===== src/rtl/demultiplexer_stream_4.sv =====
// rtl/demultiplexer_stream_4.sv - registered 1-to-4 valid/ready stream demultiplexer
//
// Purpose:
//   Routes one valid/ready input stream to one of four output streams. The
//   destination is chosen per beat by sel. Each output channel owns a
//   one-entry holding register, so a stalled consumer blocks only the beats
//   that are addressed to it. Beats to one channel keep their acceptance
//   order. Beats to different channels are not ordered against each other.
//
// Optional feature (macro DEMULTIPLEXER_STREAM_4_COUNT_EN):
//   Adds four saturating 8-bit transfer counters cnt_0..cnt_3 and a
//   synchronous clear_counts input. Without the macro, those ports and the
//   counter logic do not exist.
//
// Ports:
//   clock                    rising-edge clock
//   reset                    synchronous, active-high reset
//   enable                   low blocks new input beats; held beats still drain
//   in_valid / in_ready      input handshake (in_ready is combinational)
//   in_data [nrOfBits]       input payload
//   sel [2]                  destination channel of the current input beat
//   out_valid_k              channel k holding register full
//   out_ready_k              consumer k accepts this cycle
//   out_data_k [nrOfBits]    channel k payload (registered, holds after drain)
//   clear_counts             (optional) zero all transfer counters
//   cnt_k [8]                (optional) saturating output-transfer count, channel k

module demultiplexer_stream_4 #(
    parameter int nrOfBits = 1
) (
    input  logic                clock,
    input  logic                reset,
    input  logic                enable,
    input  logic                in_valid,
    output logic                in_ready,
    input  logic [nrOfBits-1:0] in_data,
    input  logic [1:0]          sel,
    output logic                out_valid_0,
    output logic                out_valid_1,
    output logic                out_valid_2,
    output logic                out_valid_3,
    input  logic                out_ready_0,
    input  logic                out_ready_1,
    input  logic                out_ready_2,
    input  logic                out_ready_3,
`ifdef DEMULTIPLEXER_STREAM_4_COUNT_EN
    input  logic                clear_counts,
    output logic [7:0]          cnt_0,
    output logic [7:0]          cnt_1,
    output logic [7:0]          cnt_2,
    output logic [7:0]          cnt_3,
`endif
    output logic [nrOfBits-1:0] out_data_0,
    output logic [nrOfBits-1:0] out_data_1,
    output logic [nrOfBits-1:0] out_data_2,
    output logic [nrOfBits-1:0] out_data_3
);

    localparam int NrChannels = 4;

    // Per-channel holding registers. validReg[k] is the only channel state
    // (EMPTY = 0, FULL = 1).
    logic [NrChannels-1:0] validReg;
    logic [nrOfBits-1:0]   dataReg [NrChannels];

    logic [NrChannels-1:0] readyVec;
    logic [NrChannels-1:0] loadVec;
    logic [NrChannels-1:0] drainVec;
    logic                  selFree;
    logic                  accept;

    assign readyVec = {out_ready_3, out_ready_2, out_ready_1, out_ready_0};

    // Only the selected channel gates acceptance. A FULL channel can still
    // take a beat when its consumer drains that same cycle. in_ready has no
    // path from in_valid, so an upstream source may wait for it before
    // asserting valid.
    always_comb begin
        selFree      = ~validReg[sel] | readyVec[sel];
        in_ready     = enable & ~reset & selFree;
        accept       = in_valid & in_ready;
        loadVec      = '0;
        loadVec[sel] = accept;
        drainVec     = validReg & readyVec;
    end

    // A load on channel k wins over a same-cycle drain of channel k. The new
    // beat replaces the old one and the channel stays FULL. This gives
    // 1 beat/cycle per channel. A channel that is not loaded drains on its own.
    always_ff @(posedge clock) begin
        if (reset) begin
            validReg <= '0;
            for (int k = 0; k < NrChannels; k++) begin
                dataReg[k] <= '0;
            end
        end else begin
            for (int k = 0; k < NrChannels; k++) begin
                if (loadVec[k]) begin
                    validReg[k] <= 1'b1;
                    dataReg[k]  <= in_data;
                end else if (drainVec[k]) begin
                    validReg[k] <= 1'b0;
                end
            end
        end
    end

    assign out_valid_0 = validReg[0];
    assign out_valid_1 = validReg[1];
    assign out_valid_2 = validReg[2];
    assign out_valid_3 = validReg[3];

    // Data is not cleared on drain. The last payload stays visible.
    assign out_data_0  = dataReg[0];
    assign out_data_1  = dataReg[1];
    assign out_data_2  = dataReg[2];
    assign out_data_3  = dataReg[3];

`ifdef DEMULTIPLEXER_STREAM_4_COUNT_EN
    logic [7:0] countReg [NrChannels];

    // The counters count completed output handshakes. clear_counts beats a
    // same-cycle increment. A counter stops at 255 instead of wrapping.
    always_ff @(posedge clock) begin
        if (reset || clear_counts) begin
            for (int k = 0; k < NrChannels; k++) begin
                countReg[k] <= 8'd0;
            end
        end else begin
            for (int k = 0; k < NrChannels; k++) begin
                if (drainVec[k] && (countReg[k] != 8'hFF)) begin
                    countReg[k] <= countReg[k] + 8'd1;
                end
            end
        end
    end

    assign cnt_0 = countReg[0];
    assign cnt_1 = countReg[1];
    assign cnt_2 = countReg[2];
    assign cnt_3 = countReg[3];
`endif

endmodule


===== config.mk =====
export PLATFORM = sky130hd
export DESIGN_NAME = demultiplexer_stream_4
export DESIGN_NICKNAME = d
export VERILOG_FILES = /design/src/rtl/demultiplexer_stream_4.sv
export SDC_FILE = /design/constraint.sdc
export NUM_CORES = 1
export LEC_CHECK = 0
export CAP_MARGIN = 15
export CORE_AREA = 2 2 39 41
export DETAILED_ROUTE_END_ITERATION = 6
export DIE_AREA = 0 0 41 43
export GPL_TIMING_DRIVEN = 1
export PLACE_DENSITY = 0.66
export SYNTH_ARGS = -nofsm -noshare
export SYNTH_HDL_FRONTEND = slang
export SYNTH_SLANG_ARGS = --single-unit

===== constraint.sdc =====
create_clock -name clock -period 1.4 [get_ports clock]
set_input_delay 0.14 -clock clock [delete_from_list [all_inputs] [get_ports clock]]
set_output_delay 0.14 -clock clock [all_outputs]
set_load 0.05 [all_outputs]

Word level (Yosys, flattened, before mapping)
Memories as Yosys holds them, arrays and structs flattened.
Index checks and enable logic that the tools add are counted.
Widths: inputs -> output; s select.
{ "totals": {"ff_bits": 4, "mem_bits_rw": 4, "out_inout_bits": 9, "wordCells": 56, "memories": 1} }
{ "classes": {"order_cmp": 2, "n_mux": 32, "bitwise": 12, "reduce_logical": 5} }
{ "mem_list": {"columns": ["name", "words", "word_bits", "read_ports", "rd_clocked_by_memory_dff", "write_ports", "line", "text"], "rows": [
  ["dataReg", 4, 1, 4, 0, 4, "64", "logic [nrOfBits-1:0] dataReg [NrChannels];"]
]} }
{ "ops": {"columns": ["op", "n"], "rows": [
  ["$mux 1", 29],
  ["$and 4x4->4", 2],
  ["$reduce_bool 2->1", 4],
  ["$or 1x1->1", 5],
  ["$bmux 1 s2", 2],
  ["$and 1x1->1", 3],
  ["$lt 2x3->1 const B", 1],
  ["$demux 1 s2", 1],
  ["$ge 2x1->1 const B", 1],
  ["$not 1->1", 2],
  ["$logic_and 1x1->1", 1]
]} }

Logic depth before layout (Yosys ltp)
Gate-level depths: netlist (run 1).
{ "depth": {"ltp_word": 11, "depth_mapped": 4, "depth_no_buf": 3} }

Worst setup path after synthesis (run 1)
Ideal clock, no wire load.
{ "synth_path": {"path_kind": "register to output", "startpoint": "register validReg[0]", "endpoint": "output in_ready", "t_arrival_ns": 1.837, "t_required_ns": 1.260, "setup_slack_ns": -0.577, "path_stages_with_launch": 4, "path_buffers": 0, "path_cell_list": "dfxtp_1 > or3b_1 > a21oi_1 > nor3_1"} }
{ "synth_between": {"elab_chain_len": 5} }
{ "synth_lines": {"columns": ["element", "line", "text"], "rows": [
  ["start: declaration", "63", "logic [NrChannels-1:0] validReg;"],
  ["start signal: assignment", "92", "validReg <= '0;"],
  ["start signal: indexed assignment", "99", "validReg[k] <= 1'b1;"],
  ["start signal: indexed assignment", "102", "validReg[k] <= 1'b0;"],
  ["$bmux 1 s2", "79", "selFree = ~validReg[sel] | readyVec[sel];"],
  ["$mux 1 (implied by the code)", "79", null],
  ["$not 1->1", "79", null],
  ["$or 1x1->1", "79", null],
  ["$and 1x1->1", "80", "in_ready = enable & ~reset & selFree;"],
  ["end: declaration", "35", "output logic in_ready,"]
]} }
No other way between the ends. The select of a mux whose other input is x is not followed.

Worst setup path after layout (run 1)
{ "layout_path": {"startpoint": "input out_ready_3", "endpoint": "output in_ready"} }
{ "layout_between": {"elab_chain_len": 4} }
{ "layout_lines": {"columns": ["element", "line", "text"], "rows": [
  ["start: declaration", "45", "input logic out_ready_3,"],
  ["$bmux 1 s2", "79", null],
  ["$mux 1 (implied by the code)", "79", null],
  ["$or 1x1->1", "79", null],
  ["$and 1x1->1", "80", null]
]} }
No other way between the ends. The select of a mux whose other input is x is not followed.

==> run summary, run 1 <==
min cycle time layout = 1.46 ns
Die X = 41 µm
mux contribution to synthesized area = 0%
met2 Use GR = 22.5%
final WL = 1170 µm
Final Core Density = 57.8%
total power draw = 0.603 mW
DR WL/cell = 11.6 µm
CTS max path bufs = 2
global-route wire length before repair = 1900 µm
endpoints failing setup = 1
TritonCTS clock tree = yes
Rel. slew slack = 81.8%
DP HPWL = 840 µm
synth warn = 0
post-synthesis simple-gate area fraction = 34.8%
antenna violations before repair = 0
final net count = 97
sequential cell area = 201 µm²
most common flop cell mapped by yosys = edfxtp_1
largest family of logic cells by synthesized area = simple AND/OR/NAND/NOR gates
Buf/Inv on CP = 3
filler instances = 117
FF-to-FF End = dataReg[0]
Slew Viols, Final = 0
Initial DRT Pass Iterations = 4
vias in the first global route = 460
largest net degree at the start of global routing = 9
area of the multi-input gates = 239 µm²
DIE AREA = 0.00176 mm²
Synth Area in Adders = 0%
grt met1 use = 21.8%
grt ovf = 0
power per cell area = 754 mW/mm²
GR Layer Usage met3 = 3.14%
Max VDD drop = 0.400 mV
via count = 480
Seq/Total Area, Yosys = 45.3%
# diodes = 0
Mapped Nets = 59
antenna viol nets, final = 0
worst r2r path cells = 4
failing checks = setup timing
Final Non-Filler Cells = 101
Synth Area in XOR/XNOR = 0%
number of synthesized flops with an enable pin = 4
Cells after DPL = 93
CTS clk-pin slew, worst paths = 0.06 ns
Slowest-stage cell, CP = clkdlybuf4s50_1
die height = 43 µm
Post-Syn Area = 442 µm²
syn avg cell area = 9.20 µm²
Top Usage Layer GRT = met2
H-tree depth = 1
Root Driver = clkbuf_4
via-per-instance ratio = 4.75
Syn-to-layout area delta = 81.0%
critical path's top delay family = buffers and inverters
leakage power = 0.361 nW
Synth area leader = edfxtp_1
CTS buffer count = 3
Critical R2R Launch = validReg[0]
arrival time at the worst endpoint = 1.32 ns
dpl ws = -0.203 ns
Fin. Hold Viols = 0
starting density of the core = 31.9%
Cells after Synth = 48
top cell type's share of synthesized area = 27.2%
Final period util = 104%
Startpoint Class = primary input
DRC Markers = 0
share of layout cells above drive strength 1 = 43.5%
Port-buffer cells = 19
MaxCap Viol Count = 0
Rows = 14
DRT iter0 DRCs = 7
status = complete, but fails checks
crit end category = output pin
Crit Path Max Fanout = 2
setup skew after layout = 0.00362 ns
reg-to-reg slack, setup = 0.26 ns
Synth area leaders = edfxtp_1, dfxtp_1, a21oi_1
Yosys reg bits = 8
I/O Pins = 20
Max Clk Rate = 686 MHz
setup ws final = -0.0581 ns
WP data required = 1.26 ns
TritonCTS Sinks = 8
unrepaired setup endpoints after global routing = yes
Hold Path Origin = sel[0]
Placer Congestion = 0.775
Slew @ Worst Pin = 0.273 ns
Worst Hold Class = primary input to flop
leading cell type by number of instances after synthesis = nand2_1
Worst-Skew Late Latency = 0.25 ns
Cell Chain, Critical Path = clkdlybuf4s50_1 > nand2b_4 > o21ai_0 > buf_4 > nor3_4 > buf_6
Distinct cells, synth = 23
kind of critical path = primary input to output pin
Critical Path Max Stage Delay = 0.46 ns
Synth top cells by count = nand2_1, a21oi_1, dfxtp_1, edfxtp_1, nor3_1
Worst Hold End = validReg[1]
async set-reset flop share out of synthesis = 0%
Synth Area in Compound Gates = 14.2%
core box area = 0.00138 mm²
GRT Total Usage = 16.1%
Worst Hold Path Cells = 3
timing repair:
action / in CTS / in global routing
pin swaps: 3 / 0
gates resized for setup: 8 / 1
hold buffers: 0 / 0
endpoints found under the setup margin: 1 / 1
buffers inserted: 4 / 0
layout by cell type (no fill, tap or decap):
master,count
nor2b_4,1
nand3_1,1
and3b_1,2
inv_1,1
buf_4,23
nor2b_1,1
or3b_1,1
nand3_2,1
clkbuf_4,3
nand2_1,6
o21ai_0,1
nor2_1,3
buf_12,1
a21oi_2,1
nand3b_1,1
buf_6,2
dfxtp_1,3
dlygate4sd2_1,5
nor4_1,1
a21o_1,1
nand2b_4,1
a21oi_1,4
dfxtp_2,1
edfxtp_1,4
clkdlybuf4s50_1,5
nand4_1,1
nor3_1,3
nand2b_1,2
clkbuf_1,1
nor3_4,1
a31o_2,2
o21bai_1,1
metal layers:
metal,vias up,part of all wire [%]
met2,16,47
met5,-,0
met4,0,2.3
met1,218,44
li1,244,-
met3,2,6.9
worst max-delay path by stage:
| stage | start | end | slack, ns | depth (start not counted) |
|---|---|---|---|---|
| 2_1_floorplan | validReg[1] | in_ready | 0.04 | 3 |
| 3_3_place_gp | sel[0] | in_ready | -0.16 | 6 |
| 3_5_place_dp | sel[0] | in_ready | -0.20 | 6 |
| 4_1_cts | validReg[0] | in_ready | -0.06 | 4 |
| 5_1_grt | out_ready_3 | in_ready | -0.12 | 6 |
| 6_report | out_ready_3 | in_ready | -0.06 | 6 |
final cells by class:
type,count,area share [%]
repair buffers,36,38.7
multi-input cells,36,29.9
flip-flops and latches,8,25.2
clock buffers,4,3.29
well taps,16,2.50
inverters,1,0.469
cell families (layout without fill, tap and decap cells):
| group | count (synthesis) | in the layout |
|---|---|---|
| AO/OA/AOI/OAI | 10 | 10 |
| buffers and inverters | 4 | 41 |
| AND/OR/NAND/NOR | 26 | 26 |
| flip-flops | 8 | 8 |
power breakdown:
part           switching, mW  leakage [nW]  internal [mW]
sequential           0.00323        0.0759          0.253
clock                 0.0850        0.0150          0.109
combinational         0.0757         0.270         0.0764
flip-flops by register name (all words and copies together) (netlist names):
name and count:
dataReg 4, validReg 4
worst min-delay path, delay by kind of cell:
family,cells,cell delay [ns]
buffers and inverters,1,0.32
and+or+nand+nor,1,0.09
AOI/OAI and AO/OA,1,0.06
stage by stage:
step           hold slack [ns]  instance area, µm²  TNS [ns]
2_1_floorplan            0.292                 454         0
3_5_place_dp             0.575                 731    -0.542
6_report                 0.412                 800   -0.0581
4_1_cts                  0.409                 792   -0.0583
5_1_grt                  0.426                 800    -0.119
3_3_place_gp             0.574                 731    -0.415
No activity file was read; power rests on OpenSTA's default activity.
==> run 2: changes to the inputs <==
- GPL_ROUTABILITY_DRIVEN: not set -> 0
==> results of run 2 <==
Same layout as run 1: the final DEF is identical, and so are final timing and power.
